==> src/rtl/if_fetch_unit_pkg.sv <==
`default_nettype none
// +--------------------------------------------------------------------+
// | if_fetch_unit_pkg: shared state encoding and constants for fetch.  |
// | Rev 1.0                                                            |
// +--------------------------------------------------------------------+
package if_fetch_unit_pkg;

  typedef enum logic [1:0] {
    ST_RST   = 2'd0,
    ST_FETCH = 2'd1,
    ST_HOLD  = 2'd2
  } fetch_state_e;

  localparam logic [31:0] NOP            = 32'h0000_0000;
  localparam logic [31:0] RESET_PC_DEF   = 32'h0000_0000;
  localparam logic [31:0] EXC_VECTOR_DEF = 32'h8000_0004;

  function automatic logic [31:0] word_align(input logic [31:0] a);
    return a & ~32'h0000_0003;
  endfunction

endpackage
`default_nettype wire

==> src/rtl/if_next_pc.sv <==
`default_nettype none
// +--------------------------------------------------------------------+
// | if_next_pc: redirect-priority mux (exc > branch > jump) and PC+4.  |
// | exc path present only when IF_EXC_VECTOR_EN is defined.           |
// | Rev 1.0                                                            |
// +--------------------------------------------------------------------+
module if_next_pc
  import if_fetch_unit_pkg::*;
(
  input  logic [31:0] pc,
`ifdef IF_EXC_VECTOR_EN
  input  logic        exc,
  input  logic [31:0] exc_vector,
`endif
  input  logic        branch_taken,
  input  logic [31:0] branch_target,
  input  logic        jump,
  input  logic [31:0] jump_target,
  output logic        redirect,
  output logic [31:0] redirect_pc,
  output logic [31:0] seq_pc
);

  assign seq_pc = word_align(pc) + 32'd4;

  // Later assignments override earlier ones, giving the priority order.
  always_comb begin
    redirect    = 1'b0;
    redirect_pc = NOP;
    if (jump) begin
      redirect    = 1'b1;
      redirect_pc = word_align(jump_target);
    end
    if (branch_taken) begin
      redirect    = 1'b1;
      redirect_pc = word_align(branch_target);
    end
`ifdef IF_EXC_VECTOR_EN
    if (exc) begin
      redirect    = 1'b1;
      redirect_pc = word_align(exc_vector);
    end
`endif
  end

endmodule
`default_nettype wire

==> src/rtl/if_fetch_unit.sv <==
`default_nettype none
// +--------------------------------------------------------------------+
// | if_fetch_unit: instruction fetch FSM (RST/FETCH/HOLD) with redirect |
// | handling across memory wait states. Macro: IF_EXC_VECTOR_EN.       |
// | Rev 1.0                                                            |
// +--------------------------------------------------------------------+
module if_fetch_unit
  import if_fetch_unit_pkg::*;
#(
  parameter logic [31:0] RESET_PC   = RESET_PC_DEF,
  parameter logic [31:0] EXC_VECTOR = EXC_VECTOR_DEF
) (
  input  logic        clk,
  input  logic        reset,
  input  logic        pc_write,
  input  logic        branch_taken,
  input  logic [31:0] branch_target,
  input  logic        jump,
  input  logic [31:0] jump_target,
  input  logic        exc,
  output logic        imem_req,
  output logic [31:0] imem_addr,
  input  logic        imem_ready,
  input  logic [31:0] imem_rdata,
  output logic [31:0] IF_Inst,
  output logic [31:0] IF_PC_Plus4,
  output logic        fetch_busy
);

  fetch_state_e state_q, state_d;
  logic [31:0]  pc_q, pc_d;
  logic         pend_q, pend_d;
  logic [31:0]  pend_tgt_q, pend_tgt_d;
  logic [31:0]  inst_q, inst_d;
  logic [31:0]  if_inst_q, if_inst_d;
  logic [31:0]  if_pc_plus4_q, if_pc_plus4_d;
  logic         imem_req_q, imem_req_d;
  logic         fetch_busy_q, fetch_busy_d;

  logic         redirect;
  logic [31:0]  redirect_pc;
  logic [31:0]  seq_pc;

`ifndef IF_EXC_VECTOR_EN
  logic [32:0]  unused_exc;
  assign unused_exc = {exc, EXC_VECTOR};
`endif

  if_next_pc u_next_pc (
    .pc            (pc_q),
`ifdef IF_EXC_VECTOR_EN
    .exc           (exc),
    .exc_vector    (EXC_VECTOR),
`endif
    .branch_taken  (branch_taken),
    .branch_target (branch_target),
    .jump          (jump),
    .jump_target   (jump_target),
    .redirect      (redirect),
    .redirect_pc   (redirect_pc),
    .seq_pc        (seq_pc)
  );

  always_comb begin
    state_d    = state_q;
    pc_d       = pc_q;
    pend_d     = pend_q;
    pend_tgt_d = pend_tgt_q;
    inst_d     = inst_q;
    case (state_q)
      ST_RST: begin
        state_d = ST_FETCH;
        if (redirect) pc_d = redirect_pc;
      end
      ST_FETCH: begin
        // pc_q drives imem_addr, so it only moves once the response arrives.
        if (imem_ready) begin
          if (redirect) begin
            pc_d   = redirect_pc;
            pend_d = 1'b0;
          end else if (pend_q) begin
            pc_d   = pend_tgt_q;
            pend_d = 1'b0;
          end else begin
            inst_d  = imem_rdata;
            state_d = ST_HOLD;
          end
        end else if (redirect) begin
          pend_d     = 1'b1;
          pend_tgt_d = redirect_pc;
        end
      end
      ST_HOLD: begin
        if (redirect) begin
          pc_d    = redirect_pc;
          state_d = ST_FETCH;
        end else if (pc_write) begin
          pc_d    = seq_pc;
          state_d = ST_FETCH;
        end
      end
      default: state_d = ST_RST;
    endcase

    imem_req_d    = (state_d == ST_FETCH);
    fetch_busy_d  = (state_d != ST_HOLD);
    if_inst_d     = (state_d == ST_HOLD) ? inst_d : NOP;
    if_pc_plus4_d = (state_d == ST_HOLD) ? (pc_d + 32'd4) : 32'h0;
  end

  always_ff @(posedge clk) begin
    if (reset) begin
      state_q       <= ST_RST;
      pc_q          <= word_align(RESET_PC);
      pend_q        <= 1'b0;
      pend_tgt_q    <= 32'h0;
      inst_q        <= NOP;
      if_inst_q     <= NOP;
      if_pc_plus4_q <= 32'h0;
      imem_req_q    <= 1'b0;
      fetch_busy_q  <= 1'b1;
    end else begin
      state_q       <= state_d;
      pc_q          <= pc_d;
      pend_q        <= pend_d;
      pend_tgt_q    <= pend_tgt_d;
      inst_q        <= inst_d;
      if_inst_q     <= if_inst_d;
      if_pc_plus4_q <= if_pc_plus4_d;
      imem_req_q    <= imem_req_d;
      fetch_busy_q  <= fetch_busy_d;
    end
  end

  assign imem_req    = imem_req_q;
  assign imem_addr   = pc_q;
  assign IF_Inst     = if_inst_q;
  assign IF_PC_Plus4 = if_pc_plus4_q;
  assign fetch_busy  = fetch_busy_q;

endmodule
`default_nettype wire

==> config.mk <==
export PLATFORM = sky130hd
export DESIGN_NAME = if_fetch_unit
export DESIGN_NICKNAME = d
export VERILOG_FILES = /design/src/rtl/if_fetch_unit_pkg.sv /design/src/rtl/if_next_pc.sv /design/src/rtl/if_fetch_unit.sv
export SDC_FILE = /design/constraint.sdc
export NUM_CORES = 1
export LEC_CHECK = 0
export CAP_MARGIN = 20
export CELL_PAD_IN_SITES_DETAIL_PLACEMENT = 1
export CELL_PAD_IN_SITES_GLOBAL_PLACEMENT = 1
export CORE_MARGIN = 2
export CORE_UTILIZATION = 40
export CTS_CLUSTER_SIZE = 8
export DETAILED_ROUTE_END_ITERATION = 7
export PLACE_DENSITY_LB_ADDON = 0.1
export SYNTH_ARGS = -nofsm -noshare
export SYNTH_HDL_FRONTEND = slang
export SYNTH_SLANG_ARGS = --single-unit
==> constraint.sdc <==
create_clock -name clk -period 11.54 [get_ports clk]
set_input_delay 3.462 -clock clk [delete_from_list [all_inputs] [get_ports clk]]
set_output_delay 3.462 -clock clk [all_outputs]
set_load 0.02 [all_outputs]
==> impl_summary.log, run 1 <==
[metrics] run status: complete, no violations
[metrics] Core Footprint: 21,820 µm²
[metrics] switching part of the total power: between 30% and 40%
[metrics] die area: between 20,000 and 25,000 µm²
[metrics] area share of the leading cell type in the synthesized netlist: a little under two fifths
[metrics] static leakage: roughly 3.9 nW
[metrics] worst min path class: reg2reg
[metrics] number of global-route vias before repair: between 9,000 and 10,000
[metrics] Yosys warnings: 0
[metrics] net count after synthesis: roughly 1,200
[metrics] Max Slew Vio Count: 0
[metrics] most common flop cell mapped by yosys: sky130_fd_sc_hd__dfxtp_1
[metrics] post-synthesis share of cell area spent on full adders, half adders and majority gates: 0.2819%
[metrics] clock period minus final worst setup slack: ~7 ns
[metrics] ratio of final minimum period to clock period: between 60% and 70%
[metrics] H-tree levels: 4
[metrics] cell types with the largest area share after synthesis: sky130_fd_sc_hd__dfxtp_1 (37%), sky130_fd_sc_hd__nor2_1 (7.0%), sky130_fd_sc_hd__mux2i_1 (5.2%)
[metrics] post-route clock skew: roughly 0.020 ns
[metrics] WP data required: about 12 ns
[metrics] net switching power figure: between 0.4 and 0.5 mW
[metrics] Initial Util: around two fifths
[metrics] clock slew at the register clock pins of the worst setup and hold paths: ~0.080 ns
[metrics] Layout Utilization: between 50% and 60%
[metrics] top cells by instance count after synthesis: sky130_fd_sc_hd__nor2_1 (166), sky130_fd_sc_hd__dfxtp_1 (163), sky130_fd_sc_hd__nand2_1 (67), sky130_fd_sc_hd__clkbuf_1 (50), sky130_fd_sc_hd__mux2i_1 (46)
[metrics] total inserted antenna cells: 0
[metrics] number of max-cap violations: 0
[metrics] GR Util All Layers: 29.90%
[metrics] most congested layer reported by global routing: met2
[metrics] GRT overflow: 0
[metrics] RSZ-0062 raised after global routing: false
[metrics] count of flip-flops with a built-in enable after synthesis: 0
[metrics] design internal power: 0.9893 mW
[metrics] slew at the pin closest to its max-slew limit: about 0.97 ns
[metrics] number of optimization iterations in the first detailed-route pass: 5
[metrics] global-route wire length before repair: approximately 54,000 µm
[metrics] antenna violations before repair: 0
[metrics] count of antenna-violating nets left after detailed routing: 0
[metrics] maximum VDD drop: between 0.08 and 0.09 mV
[metrics] Reg power frac: 42.1%
[metrics] post-synthesis share of cell area spent on xor and xnor gates: 1.085%
[metrics] number of ports placed on the die boundary: between 200 and 250
[metrics] combinational family with the most area after synthesis: simple AND/OR/NAND/NOR gates
[metrics] number of buffers between clock root and the deepest sink: 2
[metrics] met3 Resource Use GR: under 10%
[metrics] most frequent cell after synthesis: sky130_fd_sc_hd__nor2_1
[metrics] kind of launch point of the worst setup path: input port
[metrics] Post-synth ARST share: 0%
[metrics] Skew-Pair Late Insertion Delay: between 0.4 and 0.5 ns
[metrics] pin count of the biggest net entering global routing: 70
[metrics] wire length after detailed routing: approximately 35,000 µm
[metrics] met1 usage in global routing: 38.34%
[metrics] number of buffers added to fix hold violations after cts: 0
[metrics] total count of hold-check failures in the final report: 0
[metrics] buffer cell driving the clock tree root: sky130_fd_sc_hd__clkbuf_16
[metrics] max-slew headroom at the worst pin: a little over a third
[metrics] # clock sinks: 163
[metrics] data arrival time of the critical path: between 7 and 8 ns
[metrics] growth of design area from synthesis to finish: 29.74%
[metrics] count of different cell masters after synthesis: 98
[metrics] met2 track utilization from global routing: between 40% and 50%
[metrics] die extent in x: 153.0 µm
[metrics] DRC violations left: 0
[metrics] number of I/O port buffers: about 200
[metrics] leading area contributor after synthesis: sky130_fd_sc_hd__dfxtp_1
[metrics] average wire length per cell after detail routing: 23.40 µm
[metrics] combinational group share of total power: around 19%
[metrics] R2R Setup Slk: approximately 7.4 ns
[metrics] count of final setup violators: 0
[metrics] Final #Nets: about 1,300
[metrics] Setup Buffers After CTS: 0
[metrics] Yosys reg bits: approximately 160
[metrics] placed standard-cell area: 10,920 µm²
[metrics] via/cell ratio: a little over 6
[metrics] HPWL Detailed: about 25,000 µm
[metrics] sequential share of the synthesized area: 36.76%
[metrics] Cell Rows: 54
[metrics] final instance area: around 12,000 µm²
[metrics] Setup Crit Path Kind: in2reg
[metrics] nature of the critical path endpoint: flop
[metrics] Synth Area in Compound Gates: between 20 and 25%
[metrics] placer's final routability congestion estimate: ~0.9
[metrics] proportion of synthesized area in mux cells: between 5 and 6%
[metrics] P per Cell Area: 126.6 nW/µm²
[metrics] clock tree from TritonCTS: yes
[metrics] Post-Syn Area: roughly 9000 µm²
[metrics] cell count after synthesis: around 1,100
[metrics] final setup TNS: 0 ns
[metrics] fillcell total: ~2,500
[metrics] maximum fanout count along the critical path: 63
[metrics] maximum operating frequency: 139.6 MHz
[metrics] fraction of final layout cells sized beyond drive strength 1: under 10%
[metrics] Clock power frac: between 30% and 40%
[metrics] count of instances resized after the clock tree is built: 0
[metrics] DR vias: 9,159
[metrics] mean instance size in the synthesized netlist: around 8.3 µm²
[metrics] Inserted Clock Buffers: 17
[metrics] initial DRC count: approximately 650
[metrics] Die Height: 153.0 µm
[metrics] simple-gate area share of the yosys netlist: 29.50%
[final cells by class]
type	count	area [µm²]	area share [%]
tap	280	350.3	3.042
multi-input combinational	804	5176	44.95
inverter	12	45.04	0.3911
clock buffer	18	439.2	3.814
sequential	163	3263	28.34
clock inverter	14	160.2	1.391
timing repair buffer	214	2082	18.08
[cell families (layout without fill, tap and decap cells)]
group | count (synthesis) | in the layout
adders and majority gates | 2 | 2
DFF | 163 | 163
xor gates and xnor gates | 11 | 11
muxes | 49 | 49
buffers and inverters | 96 | 258
and+or+nand+nor | 490 | 490
AOI/OAI and AO/OA | 252 | 252
[metrics by stage]
step                      hold WS [ns]  instances  power [mW]  worst slack (ns)
after floorplan                 0.4557       1063      0.7697             5.343
after global placement          0.4478       1473      0.8842             4.054
after detailed placement        0.4604       1473      0.8881             4.026
after CTS                       0.4690       1505       1.463             4.458
after global routing            0.4842       1505       1.515             4.190
final                           0.4568       1505       1.458             4.378
[worst max-delay path, cell delays in order]
cell                        delay (ns)
sky130_fd_sc_hd__buf_2            0.40
sky130_fd_sc_hd__buf_4            0.63
sky130_fd_sc_hd__nand2b_1         0.68
sky130_fd_sc_hd__o221ai_1         0.22
sky130_fd_sc_hd__o32a_1           0.55
sky130_fd_sc_hd__a2111oi_4        0.46
sky130_fd_sc_hd__nand4_1          0.42
sky130_fd_sc_hd__nor4_2           0.43
sky130_fd_sc_hd__mux2i_1          0.24
[registers in the layout (all words and copies together) (netlist names)]
name         cells
pend_q           1
IF_Inst         32
pend_tgt_q      30
inst_q          32
fetch_busy       1
imem_addr       32
IF_PC_Plus4     32
state_q          2
imem_req         1
[placed cells by master (no fill, tap or decap), types with 9 or more instances in the layout]
cell type / count
sky130_fd_sc_hd__mux2i_1: 46
sky130_fd_sc_hd__o211ai_1: 13
sky130_fd_sc_hd__or3_1: 13
sky130_fd_sc_hd__and3_1: 16
sky130_fd_sc_hd__nor2b_1: 35
sky130_fd_sc_hd__o21ai_0: 31
sky130_fd_sc_hd__clkbuf_16: 17
sky130_fd_sc_hd__buf_4: 20
sky130_fd_sc_hd__clkdlybuf4s50_1: 192
sky130_fd_sc_hd__o31a_1: 12
sky130_fd_sc_hd__nand2_1: 67
sky130_fd_sc_hd__nor3b_1: 18
sky130_fd_sc_hd__nand2b_1: 13
sky130_fd_sc_hd__and4_1: 10
sky130_fd_sc_hd__a31oi_1: 9
sky130_fd_sc_hd__inv_1: 9
sky130_fd_sc_hd__dfxtp_1: 163
sky130_fd_sc_hd__nor4_1: 19
sky130_fd_sc_hd__a211oi_1: 17
sky130_fd_sc_hd__a21oi_1: 39
sky130_fd_sc_hd__a311oi_1: 21
sky130_fd_sc_hd__nor3_1: 33
sky130_fd_sc_hd__nor2_1: 165
sky130_fd_sc_hd__nand4_1: 22
sky130_fd_sc_hd__nand3_1: 24
sky130_fd_sc_hd__o31ai_1: 9
[path summary, 6_finish.rpt]
kind	depth (start not counted)	start	end
worst min register to register	2	imem_addr[1]$_SDFF_PP0_	IF_PC_Plus4[1]$_SDFF_PP0_
worst min-delay path	2	imem_addr[1]$_SDFF_PP0_	IF_PC_Plus4[1]$_SDFF_PP0_
worst max-delay path	9	branch_taken	IF_PC_Plus4[31]$_SDFF_PP0_
worst max register to register	11	state_q[0]$_SDFF_PP0_	IF_PC_Plus4[26]$_SDFF_PP0_
[power groups by stage]
stage	Combinational, mW	Clock (mW)	Sequential (mW)
after floorplan	0.148	0	0.622
final	0.269	0.575	0.613
after detailed placement	0.264	0	0.625
after CTS	0.266	0.586	0.612
after global placement	0.260	0	0.624
after global routing	0.288	0.611	0.616
[per-layer routing]
metal | wire length, µm | vias up | share of wire (%)
met4 | 780 | 0 | 2.2
met1 | 15050 | 4520 | 43
met2 | 16160 | 349 | 46
met3 | 3220 | 52 | 9.1
met5 | 0 | - | 0
li1 | - | 4238 | -
(Power assumes the default switching activity.)
==> run 2: changes to the inputs <==
- CORE_UTILIZATION: 40 -> 38
- clock period: 11.54 -> 6.71 ns (I/O delays scaled with it)
==> run 2 against run 1 <==
Net effect: core utilization fell by 1.6 points; sequential share of layout area fell by 0.32 points; critical path depth rose by 1; clock power rose by 77%; via count rose by 2.3%; clock-buffer cell count fell by 1; worst hold slack improved by 0.0019 ns; sequential cell count did not move; setup slack got worse by 3.3 ns; global-route usage fell by 0.65 points; largest cell class unchanged; highest routed layer unchanged.
==> impl_summary.log, run 2 (synthesis results as in run 1) <==
[metrics] run status: complete, no violations
[metrics] growth of design area from synthesis to finish: 31.22%
[metrics] Pwr Total: 2.544 mW
[metrics] number of I/O port buffers: ~200
[metrics] P per Cell Area: approximately 220 nW/µm²
[metrics] placer's final routability congestion estimate: 0.9374
[metrics] Die Height: ~160 µm
[metrics] worst min path class: reg2reg
[metrics] Layout Utilization: about half
[metrics] Inserted Clock Buffers: 17
[metrics] initial DRC count: 730
[metrics] start of the worst register-to-register path: state_q[1]$_SDFF_PP0_
[metrics] kind of launch point of the worst setup path: input port
[metrics] worst setup timing slack at the placement stage: 0.7475 ns
[metrics] Setup Buffers After CTS: 0
[metrics] Final #Nets: approximately 1,300
[metrics] H-tree levels: 4
[metrics] HPWL Detailed: 25,410 µm
[metrics] number of global-route vias before repair: about 9,200
[metrics] # clock sinks: approximately 160
[metrics] number of max-cap violations: 0
[metrics] global-route wire length before repair: approximately 55,000 µm
[metrics] startpoint of the tightest hold check path: imem_addr[0]$_SDFF_PP0_
[metrics] path depth of the worst reg2reg path: 11
[metrics] post-route clock skew: ~0.016 ns
[metrics] number of buffers between clock root and the deepest sink: 2
[metrics] count of cells along the worst hold path: 2
[metrics] DR vias: 9,374
[metrics] final worst slack: ~1.1 ns
[metrics] hold-critical path endpoint: imem_addr[0]$_SDFF_PP0_
[metrics] via/cell ratio: about 6.1
[metrics] buffer cell driving the clock tree root: sky130_fd_sc_hd__clkbuf_16
[metrics] GRT overflow: 0
[metrics] Skew-Pair Late Insertion Delay: roughly 0.45 ns
[metrics] average wire length per cell after detail routing: about 23 µm
[metrics] combined area of the multi-input logic cells: a little over 5000 µm²
[metrics] Core Footprint: approximately 23,000 µm²
[metrics] Max Slew Vio Count: 0
[metrics] ratio of final minimum period to clock period: about 84%
[metrics] count of antenna-violating nets left after detailed routing: 0
[metrics] count of instances resized after the clock tree is built: 0
[metrics] data arrival time of the critical path: roughly 6.0 ns
[metrics] sequential cell area in the final layout: 3263 µm²
[metrics] leading cell types in the layout, fill and taps excluded: sky130_fd_sc_hd__clkdlybuf4s50_1 (192), sky130_fd_sc_hd__nor2_1 (165), sky130_fd_sc_hd__dfxtp_1 (163)
[metrics] maximum VDD drop: around 0.13 mV
[metrics] RSZ-0062 raised after global routing: false
[metrics] WP data required: between 7 and 8 ns
[metrics] slew at the pin closest to its max-slew limit: about 1.0 ns
[metrics] die extent in x: between 150 and 200 µm
[metrics] Cell Rows: 55
[metrics] clock slew at the register clock pins of the worst setup and hold paths: about 0.070 ns
[metrics] maximum operating frequency: approximately 180 MHz
[metrics] fillcell total: around 2,700
[metrics] maximum fanout count along the critical path: 18
[metrics] Initial Util: roughly two fifths
[metrics] fraction of final layout cells sized beyond drive strength 1: 9.385%
[metrics] number of ports placed on the die boundary: between 200 and 250
[metrics] Setup Crit Path Kind: in2reg
[metrics] clock period minus final worst setup slack: 5.648 ns
[metrics] number of buffers added to fix hold violations after cts: 0
[metrics] max-slew headroom at the worst pin: between 30 and 40%
[metrics] total inserted antenna cells: 0
[metrics] final setup TNS: 0 ns
[metrics] wire length after detailed routing: 36,220 µm
[metrics] antenna violations before repair: 0
[metrics] pin count of the biggest net entering global routing: 70
[metrics] die area: between 20,000 and 25,000 µm²
[metrics] static leakage: about 3.9 nW
[metrics] most frequent standard cell in the layout excluding fill and tap cells: sky130_fd_sc_hd__clkdlybuf4s50_1
[metrics] GR Util All Layers: 29.25%
[metrics] number of optimization iterations in the first detailed-route pass: 6
[metrics] DRC violations left: 0
[metrics] count of final setup violators: 0
[metrics] Critical R2R Capture: IF_PC_Plus4[26]$_SDFF_PP0_
[metrics] R2R Setup Slk: roughly 2.6 ns
[metrics] nature of the critical path endpoint: flop
[metrics] clock tree from TritonCTS: yes
[metrics] total count of hold-check failures in the final report: 0
## run 2: changes by cell type in the layout (fill, tap and decap cells not counted), sizes merged
cell / before / now
inv: 15 / 19
buf: 22 / 33
clkinvlp: 0 / 1
clkinv: 11 / 7
clkbuf: 18 / 17
## run 2: layout make-up
cell class	count	share of cell area [%]
Clock inverter	15	1.536
Multi-Input combinational cell	804	44.46
Tap cell	313	3.362
Timing Repair Buffer	225	18.58
Clock buffer	17	3.652
Sequential cell	163	28.02
Inverter	12	0.3867
## run 2: layer usage
| layer | part of all wire [%] | track usage [%] |
|---|---|---|
| met4 | 2.5 | 9.655 |
| met3 | 8.6 | 7.865 |
| met2 | 46 | 46.66 |
| met1 | 43 | 38.26 |
| met5 | 0 | 0 |
## run 2: worst max-delay path by stage
stage | start | to | slack [ns] | cells past startpoint
2_1_floorplan | branch_taken | IF_PC_Plus4[26]$_SDFF_PP0_ | 1.96 | 11
3_3_place_gp | imem_ready | IF_PC_Plus4[26]$_SDFF_PP0_ | 0.78 | 11
3_5_place_dp | imem_ready | IF_PC_Plus4[26]$_SDFF_PP0_ | 0.75 | 11
4_1_cts | imem_ready | IF_PC_Plus4[26]$_SDFF_PP0_ | 1.16 | 11
5_1_grt | imem_ready | IF_PC_Plus4[31]$_SDFF_PP0_ | 0.96 | 10
6_report | imem_ready | IF_PC_Plus4[31]$_SDFF_PP0_ | 1.06 | 10
## run 2: report_power, final
group,leakage [nW],switching (mW),internal [mW]
combinational,2.30,0.274,0.199
clock,0.293,0.508,0.509
sequential,1.33,0.0534,1.00
## run 2: metrics by stage
stage / hold slack, ns / area, µm² / instances
floorplan: 0.4557 / 8876 / 1063
global placement: 0.4454 / 11040 / 1517
detailed placement: 0.4493 / 11040 / 1517
CTS: 0.4607 / 11650 / 1549
global route: 0.4933 / 11650 / 1549
finish: 0.4587 / 11650 / 1549
## run 2: worst max-delay path: stages
cell and delay (ns):
sky130_fd_sc_hd__clkdlybuf4s50_1 0.77, sky130_fd_sc_hd__buf_4 0.37, sky130_fd_sc_hd__o31a_1 0.53, sky130_fd_sc_hd__o21ai_0 0.14, sky130_fd_sc_hd__o221a_2 0.35, sky130_fd_sc_hd__a21boi_1 0.16, sky130_fd_sc_hd__nand4_1 0.35, sky130_fd_sc_hd__or3_1 0.68
sky130_fd_sc_hd__nor4_2 0.42, sky130_fd_sc_hd__mux2i_1 0.22
==> run 3: changes to the inputs <==
- clock period: 6.71 -> 5.4 ns (I/O delays scaled with it)
==> run 3 against run 2 <==
Net effect: clock-buffer cell count did not move; routed wire length fell by 0.59%; core utilization rose by 0.86 points; total power rose by 26%; sequential cell count did not move; critical path depth rose by 1.
==> impl_summary.log, run 3 (synthesis results as in run 1) <==
[metrics] final instance area: 11,840 µm²
[metrics] Core Footprint: around 23,000 µm²
[metrics] number of max-cap violations: 0
[metrics] count of instances resized after the clock tree is built: 0
[metrics] nature of the critical path endpoint: flop
[metrics] most frequent standard cell in the layout excluding fill and tap cells: sky130_fd_sc_hd__clkdlybuf4s50_1
[metrics] final worst slack: ~0.68 ns
[metrics] pin count of the biggest net entering global routing: 63
[metrics] highest-delay cell along the critical path: sky130_fd_sc_hd__or4_4
[metrics] slew at the pin closest to its max-slew limit: between 0.9 and 1 ns
[metrics] fillcell total: 2,696
[metrics] total inserted antenna cells: 0
[metrics] worst min path class: reg2reg
[metrics] global-route wire length before repair: between 50,000 and 60,000 µm
[metrics] leading cell types in the layout, fill and taps excluded: sky130_fd_sc_hd__clkdlybuf4s50_1 (192), sky130_fd_sc_hd__nor2_1 (165), sky130_fd_sc_hd__dfxtp_1 (163)
[metrics] post-route clock skew: roughly 0.018 ns
[metrics] Setup Crit Path Kind: in2reg
[metrics] count of antenna-violating nets left after detailed routing: 0
[metrics] Max Slew Vio Count: 0
[metrics] P per Cell Area: around 270 nW/µm²
[metrics] stage delay of the slowest cell on the critical path: roughly 0.60 ns
[metrics] design internal power: ~2.1 mW
[metrics] data arrival time of the critical path: ~5 ns
[metrics] # clock sinks: approximately 160
[metrics] maximum VDD drop: between 0.15 and 0.2 mV
[metrics] combined area of the multi-input logic cells: approximately 5200 µm²
[metrics] growth of design area from synthesis to finish: 33.44%
[metrics] number of global-route vias before repair: roughly 9,500
[metrics] DR vias: between 9,000 and 10,000
[metrics] WP data required: 5.74 ns
[metrics] kind of launch point of the worst setup path: input port
[metrics] Skew-Pair Late Insertion Delay: approximately 0.45 ns
[metrics] clock slew at the register clock pins of the worst setup and hold paths: 0.08 ns
[metrics] clock tree from TritonCTS: yes
[metrics] antenna violations before repair: 0
[metrics] buffer cell driving the clock tree root: sky130_fd_sc_hd__clkbuf_16
[metrics] placer's final routability congestion estimate: a little over 0.9
[metrics] number of optimization iterations in the first detailed-route pass: 6
[metrics] number of ports placed on the die boundary: 201
[metrics] maximum fanout count along the critical path: 5
[metrics] Cell Rows: 55
[metrics] Die Height: 156.8 µm
[metrics] RSZ-0062 raised after global routing: false
[metrics] net switching power figure: between 1 and 1.5 mW
[metrics] total count of hold-check failures in the final report: 0
[metrics] maximum operating frequency: roughly 210 MHz
[metrics] GRT overflow: 0
[metrics] Clock power frac: about 41%
[metrics] Final #Nets: roughly 1,300
[metrics] die extent in x: approximately 160 µm
[metrics] initial DRC count: roughly 700
[metrics] run status: complete, no violations
[metrics] count of final setup violators: 0
[metrics] GR Util All Layers: between 20% and 30%
[metrics] number of I/O port buffers: between 150 and 200
[metrics] DRC violations left: 0
[metrics] wire length after detailed routing: 36,010 µm
[metrics] Initial Util: 38.97%
[metrics] ratio of final minimum period to clock period: ~87%
[metrics] placed standard-cell area: around 11,000 µm²
[metrics] Setup Buffers After CTS: 0
[metrics] number of buffers added to fix hold violations after cts: 0
[metrics] cell type with the highest occurrence count on the critical path: sky130_fd_sc_hd__or4_4
[metrics] Reg power frac: between 40% and 50%
[metrics] fraction of final layout cells sized beyond drive strength 1: a little over a tenth
[metrics] max-slew headroom at the worst pin: 33.95%
[metrics] average wire length per cell after detail routing: around 23 µm
[metrics] number of buffers between clock root and the deepest sink: 2
[metrics] HPWL Detailed: about 26,000 µm
[metrics] static leakage: about 4.0 nW
[metrics] series of cell instances along the critical path: clkdlybuf4s50_1 -> nand2b_1 -> a31o_2 -> nor2_1 -> a221o_1 -> ha_1 -> o311a_2 -> nand4_4 -> or4_4 -> or4_4 -> mux2i_1
[metrics] final setup TNS: 0 ns
[metrics] switching part of the total power: 33.24%
[metrics] via/cell ratio: approximately 6
[metrics] die area: between 20,000 and 25,000 µm²
[metrics] sequential cell area in the final layout: 3263 µm²
[metrics] combinational group share of total power: between 10% and 20%
[metrics] worst setup timing slack at the placement stage: about 0.27 ns
[metrics] Inserted Clock Buffers: 17
[metrics] H-tree levels: 4
[metrics] clock period minus final worst setup slack: 4.717 ns
-- run 3: changes by cell type in the layout (fill, tap and decap cells not counted), sizes merged --
cell	delta
buf	+20
inv	-1
clkinv	+1
-- run 3: critical path: cells and delay by family --
kind	cells	cell delay (ns)
buffers and inverters	1	0.55
AO/OA/AOI/OAI	3	0.87
multiplexers	1	0.13
AND/OR/NAND/NOR	5	1.65
adder cells (fa/ha/maj)	1	0.24
-- run 3: worst paths after layout --
check             cells past startpoint                    endpoint  slack, ns                    start
setup / recovery                     11  IF_PC_Plus4[26]$_SDFF_PP0_       0.68               imem_ready
hold / removal                        2     imem_addr[0]$_SDFF_PP0_       0.46  imem_addr[0]$_SDFF_PP0_
setup reg to reg                     11  IF_PC_Plus4[26]$_SDFF_PP0_       1.45    state_q[0]$_SDFF_PP0_
hold reg to reg                       2     imem_addr[0]$_SDFF_PP0_       0.46  imem_addr[0]$_SDFF_PP0_
-- run 3: area by class of cell --
class                      instances  share of cell area, %
sequential                       163                  27.55
multi-input combinational        804                  43.72
clock buffer                      17                  3.592
clock inverter                    15                  1.796
inverter                          12                 0.3803
tap                              313                  3.307
timing repair buffer             245                  19.65
-- run 3: stage by stage --
stage	hold WS, ns	util [%]	total power, mW	cells
4_1_cts	0.4639	52.00	3.228	1569
5_1_grt	0.4858	52.00	3.332	1569
3_3_place_gp	0.4463	49.20	1.911	1537
2_1_floorplan	0.4557	-	1.645	1063
3_5_place_dp	0.4514	49.20	1.920	1537
6_report	0.4585	52.00	3.214	1569
-- run 3: power groups by stage --
stage | Combinational, mW | Sequential (mW) | Clock (mW)
6_report | 0.594 | 1.31 | 1.31
5_1_grt | 0.634 | 1.32 | 1.38
4_1_cts | 0.587 | 1.31 | 1.33
3_5_place_dp | 0.582 | 1.34 | 0
3_3_place_gp | 0.573 | 1.34 | 0
2_1_floorplan | 0.316 | 1.33 | 0
-- run 3: per-layer routing --
metal  vias up  track usage, %  wire length (µm)
met2       347           47.79             16940
met1      4610           38.94             15900
met5         -               0                 0
li1       4290               -                 -
met4         0           8.737               696
met3        51           6.009              2466
==> RTL change 1, RTL diff (settings of run 2) <==
The option `IF_EXC_VECTOR_EN` is turned on by a define.
--- a/src/rtl/if_next_pc.sv
+++ b/src/rtl/if_next_pc.sv
@@ -6,2 +6,4 @@
 // +--------------------------------------------------------------------+
+`define IF_EXC_VECTOR_EN
+
 module if_next_pc
Formal check against the unedited RTL: not equivalent (a bounded check fails within 4 cycles, from zero or initial values and one cycle with reset high).
==> RTL change 1 against run 2 <==
Routed wire length decreased by 8.0%. Utilization decreased by 0.68 points. Power decreased by 4.1%. Global-route usage decreased by 1.9 points. Worst setup slack improved by 81 ps. Synthesized area decreased by 0.45%. Final area decreased by 1.6%. Cell count decreased by 2.5%. Count of clock-buffer cells in the layout increased by 1. Worst hold slack got worse by 3.3 ps. Sequential cell count unchanged. Critical path type unchanged.
==> RTL change 1: results (changes against run 2) <==
| Metric | Value |
|---|---|
| First-pass GRT wire length | 51,800 um (-5.3%) |
| Netlist cell types | 94 (-4.1%) |
| Multi-In Gates | 787 (-2.1%) |
| GRT met2 Usage | 0.430 (-0.0368) |
| Footprint of the multi-input gates | 5030 um2 (-2.8%) |
| Number of global-route vias before repair | 8,929 (-3.3%) |
| Met3 WL | 2990 um (-4.1%) |
| Area delta synth->final | 29.7% |
| Int Power | 0.00166 W (-2.7%) |
| Sequential cell count | 163 (unchanged) |
| Register area | 3260 um2 (about the same) |
| Logic power comb | 0.000404 W (-15%) |
| Post-DP HPWL | 24,100 um (-5.2%) |
| Final hold slack | 455 ps (-3.33 ps) |
| Largest net degree at the start of global routing | 86 (+23%) |
| Post-synthesis sequential area ratio | 0.369 (+0.00167) |
| RD Place Congestion | 0.888 (-5.3%) |
| PortBufs | 196 (+0.51%) |
| Vias | 9,104 (-2.9%) |
| Met1 WL | 14,500 um (-5.7%) |
| Max_slew headroom | 0.301 (-0.00856) |
| Sequential share of power | 0.423 (+0.009) |
| Pre-CTS setup slack | 718 ps (-29.4 ps) |
| WP data arrival | 5860 ps (-150 ps) |
| Signal buffers share of area | 0.185 (-0.000628) |
| Syn Nets | 1,167 (-0.086%) |
| Iteration-0 DRC Markers | 740 (+1.4%) |
| Peak supply drop | 170 uV (+29%) |
| Outcome | finished, final reports clean |
| Area contributors post-synth | dfxtp_1, nor2_1, mux2i_1, nor3_1, a21oi_1 |
| Reg2reg setup slack | 2570 ps (-60 ps) |
| Avg Cell Area, Syn | 8.32 um2 (-0.36%) |
| Clock buffer count | 18 (+1) |
| Clock Latency Late Sink | 430 ps (-20 ps) |
| Static leakage | 4.10 nW (+4.6%) |
| Non-clock buffers | 219 (-2.7%) |
| Mux share of post-synthesis cell area | 0.0456 (-0.0101) |
| Final Instance Area | 11,500 um2 (-1.6%) |
| Layout cells sized above 1 | 0.0890 (-0.00487) |
| M1 GR Usage | 0.366 (-0.0165) |
| Period utilization | 0.830 (-0.0120) |
| Met3 Use GR | 0.0709 (-0.00775) |
| Design Power | 0.00244 W (-4.1%) |
| Compound-cell area share of the yosys netlist | 0.219 (+0.00212) |
| DR vias/cell | 6.03 (-0.37%) |
| # fillers | 2,669 (+0.075%) |
| Maximum clock insertion buffer count | 2 (unchanged) |
| Post-Synth Adder-Cell Area | 0.00283 (+0.0000128) |
| Wire length on met2 | 15,100 um (-10%) |
| CP max FO | 10 (-8) |
| DP Area | 10,900 um2 (-1.6%) |
| Cell Count Post-Placement | 1,478 (-2.6%) |
| Xor-xnor portion of the synthesized cell area | 0.0228 (+0.0119) |
| Clock network area share | 0.0517 (-0.000231) |
| Tot GR Track Use | 0.273 (-0.0194) |
| Nets@finish | 1,317 (-0.83%) |
| Non-clk invs | 24 (+12) |
-- RTL change 1: cell count changes in the layout (fill, tap and decap cells not counted), sizes merged, moves of 10 or more --
cell    before  now
nand4       25   14
nor3        35   75
a22oi        5   25
nor3b       18    7
a21oi       39   57
a211oi      18    7
nand2b      13   24
nor2       167  148
a311oi      21    6
inv         19   29
nor2b       37   18
-- RTL change 1: final timing paths --
path | from | to | cells after the start
setup / recovery | pc_write | IF_PC_Plus4[24]$_SDFF_PP0_ | 10
hold / removal | pend_tgt_q[19]$_SDFFE_PP0P_ | pend_tgt_q[19]$_SDFFE_PP0P_ | 2
hold reg to reg | pend_tgt_q[19]$_SDFFE_PP0P_ | pend_tgt_q[19]$_SDFFE_PP0P_ | 2
setup reg to reg | state_q[0]$_SDFF_PP0_ | IF_PC_Plus4[24]$_SDFF_PP0_ | 12
==> RTL change 2, RTL diff (config.mk and constraints of run 2) <==
Made on the original files. Register the input `branch_target` before use. The logic sees it one clock later. The other inputs are not delayed to match.
--- a/src/rtl/if_fetch_unit.sv
+++ b/src/rtl/if_fetch_unit.sv
@@ -29,2 +29,8 @@
 
+  logic [31:0] branch_target_q;
+
+  always_ff @(posedge clk) begin
+    branch_target_q <= branch_target;
+  end
+
   fetch_state_e state_q, state_d;
@@ -55,3 +61,3 @@
     .branch_taken  (branch_taken),
-    .branch_target (branch_target),
+    .branch_target (branch_target_q),
     .jump          (jump),
Behaviour: not the same (Yosys sat finds a counterexample within 4 cycles, from zero or initial values and one cycle with reset high).
==> RTL change 2 against run 2 <==
Synthesized area grew 1.4%. Sequential power grew 19%. Worst setup slack gained 220 ps. Power grew 7.5%. Routed wire length shrank 11%. Final area grew 1.7%. Via count shrank 5.8%. Combinational power shrank 4.9%. Sequential cell count grew 30. Worst hold slack is essentially flat. Critical path type unchanged. Critical endpoint is now IF_PC_Plus4[23]$_SDFF_PP0_.
==> RTL change 2: results (changes against run 2) <==
| Metric | Value |
|---|---|
| Outcome | finished, final reports clean |
| Multi-input gate share of total cell area | 0.398 (-0.0468) |
| Min-Delay Startpoint | imem_addr[1]$_SDFF_PP0_ |
| Synth cell count leaders | dfxtp_1, nor2_1, nand2_1 |
| Final hold slack | 459 ps (+0.378 ps) |
| M1 GR Usage | 0.321 (-0.0617) |
| Reg2Reg Depth | 10 (-1) |
| Syn Nets | 1,151 (-1.5%) |
| Hold endpoint | IF_PC_Plus4[1]$_SDFF_PP0_ |
| Nets@finish | 1,313 (-1.1%) |
| DR vias/cell | 5.73 (-5.3%) |
| Number of global-route vias before repair | 8,790 (-4.8%) |
| Multi-In Gates | 751 (-6.6%) |
| Met3 Use GR | 0.0397 (-0.0390) |
| Layout cells sized above 1 | 0.0786 (-0.0152) |
| Cell count after synthesis | 1,046 (-1.6%) |
| Final Skew | 17.6 ps (+1.09 ps) |
| Peak supply drop | 145 uV (+9.6%) |
| TritonRoute pass-1 iters | 5 (-1) |
| First-pass GRT wire length | 49,100 um (-10%) |
| Wire length per cell | 21.0 um (-10%) |
| Pre-CTS setup slack | 867 ps (+120 ps) |
| Iteration-0 DRC Markers | 500 (-32%) |
| Clock network area share | 0.0500 (-0.00191) |
| Wire length on met2 | 16,000 um (-4.9%) |
| Final Instance Count excl. Fillers | 1,540 (-0.58%) |
| Reg2reg setup slack | 2740 ps (+110 ps) |
| # fillers | 2,723 (+2.1%) |
| Max_slew headroom | 0.335 (+0.0256) |
| Signal buffers share of area | 0.187 (+0.00137) |
| Period utilization | 0.809 (-0.0328) |
| Post-synthesis sequential area ratio | 0.429 (+0.0619) |
| Static leakage | 4.40 nW (+12%) |
| Post-DP HPWL | 22,800 um (-10%) |
| Psw | 0.000841 W (+0.73%) |
| Area contributors post-synth | dfxtp_1, nor2_1, mux2i_1, nand2_1, clkbuf_1 |
| Netlist cell types | 73 (-26%) |
## RTL change 2: cell types whose count changed after synthesis, sizes merged, moves of 11 or more
| cell | before | now |
|---|---|---|
| a21oi | 39 | 26 |
| nor3 | 35 | 22 |
| nand4 | 25 | 14 |
| nor2b | 37 | 25 |
| dfxtp | 163 | 193 |
| nor2 | 167 | 181 |
## RTL change 2: cell families after synthesis
family,synth area share
xor gates and xnor gates,0.0234
DFF,0.429
muxes,0.0548
adders and majority gates,0.00278
buffers and inverters,0.0481
and+or+nand+nor,0.241
AOI/OAI and AO/OA,0.200
## RTL change 2: power by group through the flow
stage	sequential (W)	combinational, W	clock, W
after global routing	0.00125	0.000486	0.00110
final	0.00125	0.000451	0.00104
after detailed placement	0.00127	0.000444	0
after floorplan	0.00127	0.000243	0
after CTS	0.00125	0.000448	0.00106
after global placement	0.00127	0.000437	0
